[src/rtl/div_unit_if.sv]
// Request/response bundle between the EX-stage pipeline (master) and the divide sequencer (slave).
interface div_unit_if;
    logic        START;
    logic [4:0]  ALU_OP;
    logic [31:0] DATA1;
    logic [31:0] DATA2;
    logic        FLUSH;
    logic        BUSY;
    logic        DONE;
    logic [31:0] RESULT;

    modport master (
        output START, ALU_OP, DATA1, DATA2, FLUSH,
        input  BUSY, DONE, RESULT
    );

    modport slave (
        input  START, ALU_OP, DATA1, DATA2, FLUSH,
        output BUSY, DONE, RESULT
    );
endinterface

[src/rtl/div_unit.sv]
// RV32M DIV/DIVU/REM/REMU sequencer: 32-step restoring division plus RISC-V sign and corner-case handling.
module div_unit (
    input  logic      CLK,
    input  logic      RESET,
    div_unit_if.slave bus
);
    localparam logic [4:0] OP_DIV  = 5'b10001;
    localparam logic [4:0] OP_DIVU = 5'b10101;
    localparam logic [4:0] OP_REM  = 5'b11001;
    localparam logic [4:0] OP_REMU = 5'b11101;

    typedef enum logic [1:0] {IDLE, CALC, FIX} state_t;

    function automatic logic [31:0] negate(input logic [31:0] v);
        return ~v + 32'd1;
    endfunction

    function automatic logic [31:0] magnitude(input logic signed [31:0] v);
        return v[31] ? negate($unsigned(v)) : $unsigned(v);
    endfunction

    state_t      state;
    state_t      state_next;
    logic [4:0]  count;
    logic        done;
    logic [31:0] result;

    logic [32:0] rem;
    logic [31:0] quo;
    logic [31:0] divisor;
    logic        neg_q;
    logic        neg_r;
    logic        rem_sel;

    logic        op_valid;
    logic        is_unsigned;
    logic        is_rem;
    logic        div_zero;
    logic        overflow;
    logic        special;
    logic        accept;
    logic [32:0] rem_shift;
    logic [32:0] rem_sub;
    logic        rem_ge;
    logic [31:0] fix_value;

    always_comb begin
        op_valid    = (bus.ALU_OP == OP_DIV) || (bus.ALU_OP == OP_DIVU) ||
                      (bus.ALU_OP == OP_REM) || (bus.ALU_OP == OP_REMU);
        is_unsigned = bus.ALU_OP[2];
        is_rem      = bus.ALU_OP[3];
        div_zero    = (bus.DATA2 == 32'd0);
        overflow    = !is_unsigned && (bus.DATA1 == 32'h8000_0000) && (bus.DATA2 == 32'hFFFF_FFFF);
        special     = div_zero || overflow;
        accept      = (state == IDLE) && bus.START && op_valid && !bus.FLUSH;
    end

    // Next-state logic; RESET is applied in the state register
    always_comb begin
        state_next = state;
        if (bus.FLUSH) begin
            state_next = IDLE;
        end else begin
            case (state)
                IDLE:    if (accept) state_next = special ? FIX : CALC;
                CALC:    if (count == 5'd31) state_next = FIX;
                FIX:     state_next = IDLE;
                default: state_next = IDLE;
            endcase
        end
    end

    // Output decode: BUSY comes from the state register only
    always_comb begin
        bus.BUSY   = (state != IDLE);
        bus.DONE   = done;
        bus.RESULT = result;
    end

    always_ff @(posedge CLK) begin
        if (RESET) begin
            state  <= IDLE;
            count  <= 5'd0;
            done   <= 1'b0;
            result <= 32'd0;
        end else begin
            state <= state_next;
            done  <= (state == FIX) && !bus.FLUSH;
            if ((state == FIX) && !bus.FLUSH)
                result <= fix_value;
            if (state != CALC || bus.FLUSH)
                count <= 5'd0;
            else
                count <= count + 5'd1;
        end
    end

    // One restoring step: shift in the next dividend bit, subtract when it fits
    always_comb begin
        rem_shift = {rem[31:0], quo[31]};
        rem_sub   = rem_shift - {1'b0, divisor};
        rem_ge    = (rem_shift >= {1'b0, divisor});
        if (rem_sel)
            fix_value = neg_r ? negate(rem[31:0]) : rem[31:0];
        else
            fix_value = neg_q ? negate(quo) : quo;
    end

    // Operand datapath carries no reset; it is always reloaded on acceptance
    always_ff @(posedge CLK) begin
        if (accept) begin
            rem_sel <= is_rem;
            divisor <= is_unsigned ? bus.DATA2 : magnitude($signed(bus.DATA2));
            if (special) begin
                neg_q <= 1'b0;
                neg_r <= 1'b0;
                quo   <= div_zero ? 32'hFFFF_FFFF : 32'h8000_0000;
                rem   <= div_zero ? {1'b0, bus.DATA1} : 33'd0;
            end else begin
                neg_q <= !is_unsigned && !is_rem && (bus.DATA1[31] ^ bus.DATA2[31]);
                neg_r <= !is_unsigned && is_rem && bus.DATA1[31];
                quo   <= is_unsigned ? bus.DATA1 : magnitude($signed(bus.DATA1));
                rem   <= 33'd0;
            end
        end else if (state == CALC) begin
            rem <= rem_ge ? rem_sub : rem_shift;
            quo <= {quo[30:0], rem_ge};
        end
    end
endmodule

[src/flat_wrapper.sv]
// flat-port wrapper written by rule: the top's interface ports become plain ports
module div_unit_flat 
  (CLK, RESET, bus_START, bus_ALU_OP, bus_DATA1, bus_DATA2, bus_FLUSH, bus_BUSY, bus_DONE, bus_RESULT);
  div_unit_if bus_i ();
  input  logic CLK;
  input  logic RESET;
  input wire logic [$bits(bus_i.START)-1:0] bus_START;
  input wire logic [$bits(bus_i.ALU_OP)-1:0] bus_ALU_OP;
  input wire logic [$bits(bus_i.DATA1)-1:0] bus_DATA1;
  input wire logic [$bits(bus_i.DATA2)-1:0] bus_DATA2;
  input wire logic [$bits(bus_i.FLUSH)-1:0] bus_FLUSH;
  output wire logic [$bits(bus_i.BUSY)-1:0] bus_BUSY;
  output wire logic [$bits(bus_i.DONE)-1:0] bus_DONE;
  output wire logic [$bits(bus_i.RESULT)-1:0] bus_RESULT;
  assign bus_i.START = bus_START;
  assign bus_i.ALU_OP = bus_ALU_OP;
  assign bus_i.DATA1 = bus_DATA1;
  assign bus_i.DATA2 = bus_DATA2;
  assign bus_i.FLUSH = bus_FLUSH;
  assign bus_BUSY = bus_i.BUSY;
  assign bus_DONE = bus_i.DONE;
  assign bus_RESULT = bus_i.RESULT;
  div_unit u_core (.CLK(CLK), .RESET(RESET), .bus(bus_i));
endmodule
[config.mk]
export PLATFORM = sky130hd
export DESIGN_NAME = div_unit_flat
export DESIGN_NICKNAME = d
export VERILOG_FILES = /design/src/rtl/div_unit_if.sv /design/src/rtl/div_unit.sv /design/src/flat_wrapper.sv
export SDC_FILE = /design/constraint.sdc
export NUM_CORES = 1
export LEC_CHECK = 0
export BUFFER_PORTS_ARGS = -buffer_cell sky130_fd_sc_hd__buf_2
export CAP_MARGIN = 40
export CORE_MARGIN = 2
export CORE_UTILIZATION = 35
export DETAILED_ROUTE_END_ITERATION = 8
export PLACE_DENSITY = 0.53
export RECOVER_POWER = 100
export SYNTH_ARGS = -nofsm -noshare
export SYNTH_HDL_FRONTEND = slang
export SYNTH_SLANG_ARGS = --single-unit
[constraint.sdc]
create_clock -name CLK -period 5.4 [get_ports CLK]
set_input_delay 0.54 -clock CLK [delete_from_list [all_inputs] [get_ports CLK]]
set_output_delay 0.54 -clock CLK [all_outputs]
set_load 0.01 [all_outputs]
* Yosys cells after proc, flatten, opt, wreduce, memory -nomap -nowiden
Cells that the tools add are included.
** Cells by class
- Add/sub/neg operators :: 6
- $mul :: 0
- Div/mod/pow operators :: 0
- $lt $le $gt $ge :: 1
- Eq/ne operators :: 12
- Shift operators :: 0
- Muxes and demuxes :: 20
- Bitwise gates (word level) :: 5
- Reductions and logical operators :: 25
** Operator list (count)
- 32-bit 2-to-1 mux :: 15
- 32-bit by 1-bit adder with 32-bit output, second input constant :: 4
- 32-bit NOT :: 4
- 32-bit equality test, second input constant :: 2
- 33-bit by 32-bit greater-or-equal comparator with 1-bit output :: 1
- 32-bit logical NOT :: 1
- 32-bit subtractor :: 1
- 31-bit 2-to-1 mux :: 1
- 5-bit equality test, second input constant :: 5
- 1-bit logical AND :: 10
- 2-bit 2-to-1 mux :: 3
- 2-bit by 1-bit inequality test with 1-bit output, second input constant :: 3
- 5-bit by 1-bit adder with 5-bit output, second input constant :: 1
- 1-bit logical OR :: 5
- 2-bit case mux with 2 select lines :: 1
- 2-bit nonzero test :: 2
- 2-bit OR reduction :: 2
- 1-bit logical NOT :: 3
- 2-bit by 1-bit equality test with 1-bit output, second input constant :: 1
- 2-bit equality test, second input constant :: 1
- 2-bit logical NOT :: 1
- 2-bit AND reduction :: 1
- 1-bit bitwise XOR :: 1
** Word-level totals
- Register bits after elaboration :: 139
- Bits in latches :: 0
- Memory bits (writable) :: 0
- Memory bits (read-only) :: 0
- Input port bits :: 73
- Output and inout bits :: 34
- Memories kept :: 0

* Depth between registers and ports, before layout
- Word-level depth :: 8
- Mapped depth :: 14

* Worst setup path before layout
OpenSTA, ideal clock, no wires.
- Kind :: input -> register
- Start point :: input port bus_START
- End point :: register u_core.quo[0] (enable)
- Library setup time :: 0.692 ns
- Data arrival time :: 2.518 ns
- Setup slack :: 2.191 ns
- Cell stages on the path :: 5
- Path buffers :: 2
- Cell sequence :: nor3b_1 > nand4_1 > clkbuf_1 > clkbuf_1 > nand2_1
** On the way
- Cells in the longest elaborated chain, start to end :: 4
** RTL lines
- from (decl) :: line flat_wrapper.sv:7 : input wire logic [$bits(bus_i.START)-1:0] bus_START;
- 1-bit logical AND (3 in a row) :: line div_unit.sv:55 : accept = (state == IDLE) && bus.START && op_valid && !bus.FLUSH;
- 2-bit nonzero test (no line)
- to (signal assigned) :: line div_unit.sv:117 : quo <= div_zero ? 32'hFFFF_FFFF : 32'h8000_0000;
- to (signal assigned) :: line div_unit.sv:122 : quo <= is_unsigned ? bus.DATA1 : magnitude($signed(bus.DATA1));
- to (signal assigned) :: line div_unit.sv:127 : quo <= {quo[30:0], rem_ge};
- to (decl) :: line div_unit.sv:29 : logic [31:0] quo;
Every way passes these cells.
A chain may end at the register's enable or synchronous reset.

* Worst setup path in the final report
- Start point :: register u_core.rem[10]
- End point :: register u_core.rem[24], data pin
** On the way
- Cells in the longest elaborated chain, start to end :: 4
** RTL lines
- from (decl) :: line div_unit.sv:28 : logic [32:0] rem;
- from (signal assigned) :: line div_unit.sv:118 : rem <= div_zero ? {1'b0, bus.DATA1} : 33'd0;
- from (signal assigned) :: line div_unit.sv:126 : rem <= rem_ge ? rem_sub : rem_shift;
- 32-bit subtractor or 33-bit by 32-bit greater-or-equal comparator with 1-bit output (tied branches) :: line div_unit.sv:101, div_unit.sv:102
- 32-bit 2-to-1 mux * :: line div_unit.sv:126
- 32-bit 2-to-1 mux * :: line div_unit.sv:125 : end else if (state == CALC) begin
- 32-bit 2-to-1 mux * :: line div_unit.sv:111 : if (accept) begin
Mark *: on every way between the ends. The rest lies on a longest branch, timed or not. The select of a mux whose other input is x is not followed.

==> impl_metrics.csv <==
group,metric,value,unit
sta,min_period,4.26,ns
critical_path,crit_family,"compound AO/OA/AOI/OAI gates",
die,initial_utilization,0.357,
power_and_ir_drop,p_int,0.00189,W
finish,multi_input_area,6100,µm²
critical_path,crit_required,5.49,ns
route,vias,9363,
finish,fin_nets,1421,
yosys,syn_nets,1333,
cts,clock_sinks,139,
yosys,ys_ff_latch,139,
yosys,synth_ff_type,"edfxtp_1",
critical_path,path_class,"flip-flop to flip-flop",
power_and_ir_drop,combPwrFrac,0.112,
power_and_ir_drop,p_per_area,225,nW/µm²
finish,drive_gt1_frac,0.0931,
placement,port_buffers,106,
finish,fillers,2996,
cts,clkTransAtPathRegs,0.07,ns
global_routing,overflow,0,
finish,final_cell_mix,"137 x nand2_1, 112 x nor2_1, 104 x a21oi_1",
finish,utilization,0.405,
power_and_ir_drop,power.net_switching,0.000740,W
yosys,syn_avg_cell_area,8.45,µm²
cts,cts_buffers,17,
flow_run,drv_cap,3,
power_and_ir_drop,clockPowerShare,0.442,
yosys,synth_edf_count,99,
sta,fmax,235,MHz
status,violations,"capacitance limit, slew limit",
die,row_count,62,
yosys,async_reset_ff_frac,0,
critical_path,critPathMaxFanout,24,
global_routing,grt_pass1_wl,51.0,mm
cts,h-tree-depth,4,
route,viasPerCell,5.49,
finish,area_delta_synth_final,13.5,%
die,die_y,176,µm
yosys,yosysWarningCount,0,
finish,regArea,3770,µm²
sta,fin_crit_sh,0.789,
route,drt_iter0_markers,886,
global_routing,grt_pass1_vias,8688,
global_routing,track_usage,0.215,
die,dieArea,30800,µm²
critical_path,crit_slowest_cell,"clkbuf_2",
sta,hold_ws,0.326,ns
route,drc,0,
cts,cts_root_buf,"clkbuf_16",
sta,rsz0062_at_grt,"false",
critical_path,slowest_delay,0.68,ns
sta,hold_viol_final,0,
die,core,28900,µm²
cts,clockBufferDepth,2,
sta,finClkSkew,0.0146,ns
sta,tightest_slew,2.20,ns
sta,finalMaxSlewViolations,119,
placement,routabilityCongestion,0.890,
critical_path,cp.arrival,4.35,ns
critical_path,critical_path_buf_inv_count,2,
power_and_ir_drop,leakage,4.45,nW
placement,pre_cts_slack,1.45,ns
die,die_w,176,µm
placement,dpl.hpwl,25.8,mm
sta,setup_tns,0,ns
global_routing,antenna_found_initial,0,
route,ant_nets,0,
global_routing,grt_max_degree,64,
critical_path,crit_chain,"ha_1 > nand3_1 > nor3_1 > inv_1 > o211ai_1 > a41oi_1 > a21oi_1 > nand2b_1 > clkbuf_2 > mux2i_1 > o21ai_0",
cts,post_cts_resized,0,
sta,setup_violations,0,
yosys,ys_types,64,
route,routed_wirelength,33.1,mm
yosys,syn_inst,1220,
yosys,netlist_area,10300,µm²
sta,max_slew_margin,-0.468,
power_and_ir_drop,ir_drop,0.184,mV
yosys,ys_seq_area_frac,0.366,
critical_path,worstSetupStartpointType,"flip-flop",
critical_path,cp-end-kind,"flip-flop",
status,status,"finished with violations",
cts,hold_buffers,0,
power_and_ir_drop,p_sw_frac,0.282,
worst_hold_path,hp-class,"primary input to flip-flop",
sta,worst_slack,1.14,ns
cts,cts_tree,"built",
die,pin_count,107,
critical_path,reg2reg_slack,1.14,ns
finish,final_common_cell,"nand2_1",
power_and_ir_drop,pwr-share-seq,0.446,
route,drt_pre_antenna_iters,5,
cts,cts_setup_buffers,0,
route,wl_per_cell,19.4,µm
finish,diodes,0,
cts,insertion_delay,0.44,ns
flip-flops by register name, summed over array words and instances, names as in the netlist:
| name | flops |
|---|---|
| u_core.neg_q | 1 |
| u_core.bus.DONE | 1 |
| u_core.divisor | 32 |
| u_core.rem | 32 |
| u_core.rem_sel | 1 |
| u_core.state | 2 |
| u_core.quo | 32 |
| u_core.count | 5 |
| u_core.neg_r | 1 |
| u_core.bus.RESULT | 32 |
routing by layer:
metal / up-vias / global-route usage / wire length (µm)
li1: 4596 / - / -
met1: 4444 / 0.302 / 15500
met2: 282 / 0.346 / 15100
met3: 41 / 0.0290 / 1780
met4: 0 / 0.0644 / 767
met5: - / 0 / 0
through the flow:
| step | instance area, µm² | total power (W) | cells |
|---|---|---|---|
| after global placement | 11200 | 0.00149 | 1669 |
| after detailed placement | 11300 | 0.00149 | 1672 |
| after global routing | 11700 | 0.00272 | 1705 |
| final | 11700 | 0.00263 | 1705 |
| after floorplan | 10300 | 0.00138 | 1220 |
| after CTS | 11800 | 0.00265 | 1704 |
Yosys cell counts (all sizes together) (3+ instances only):
library cell	instances	area, µm²
a211oi	16	120
a21boi	3	22.5
a21o	18	135
a21oi	104	521
a31oi	9	56.3
and2	9	56.3
and3	15	93.8
buf	7	31.3
clkbuf	48	180
dfxtp	40	801
edfxtp	99	2970
ha	39	488
inv	48	180
mux2i	27	270
nand2	137	514
nand2b	14	87.6
nand3	28	140
nand4	15	93.8
nor2	112	420
nor2b	7	43.8
nor3	40	205
nor4	14	93.8
o211ai	25	188
o21a	7	52.6
o21ai	95	475
o31ai	26	214
o41ai	12	105
or2	8	52.6
or3	24	165
or4	6	48.8
xnor2	74	648
xor2	68	596
worst reg2reg max path: cells and delay by family (launching register included):
family / cells / cell delay, ns
AO/OA/AOI/OAI: 4 / 1.14
AND/OR/NAND/NOR: 3 / 0.85
flip-flops: 1 / 0.50
multiplexers: 1 / 0.26
adder cells (fa/ha/maj): 1 / 0.41
buffers and inverters: 2 / 0.76
path summary, 6_finish.rpt:
kind | endpoint | cells past startpoint | startpoint
worst min register to register | u_core.bus.RESULT[31] | 2 | u_core.bus.RESULT[31]
worst max-delay path | u_core.rem[24] | 11 | u_core.rem[10]
worst min-delay path | u_core.state[1] | 2 | bus_FLUSH
worst max register to register | u_core.rem[24] | 11 | u_core.rem[10]
cells by family (layout without fill, tap and decap cells):
kind of cell	count (synthesis)	after routing	synth area share
AO/OA/AOI/OAI	332	332	0.197
multiplexers	27	27	0.0262
buffers and inverters	104	205	0.0384
adder cells (fa/ha/maj)	40	40	0.0493
XOR/XNOR	142	142	0.121
flip-flops	139	139	0.366
AND/OR/NAND/NOR	436	436	0.202
cell type report:
type	instances	area share
Clock inverter	15	0.0124
Inverter	49	0.0158
Multi-Input combinational cell	977	0.521
Sequential cell	139	0.323
Clock buffer	17	0.0364
Timing Repair Buffer	124	0.0505
Tap cell	384	0.0411
power by group through the flow:
stage               combinational (W)  sequential, W  clock [W]
detailed placement           0.000295        0.00120          0
finish                       0.000294        0.00117    0.00116
global route                 0.000326        0.00117    0.00122
floorplan                    0.000183        0.00119          0
CTS                          0.000296        0.00117    0.00118
global placement             0.000293        0.00120          0
(Power assumes the default switching activity.)
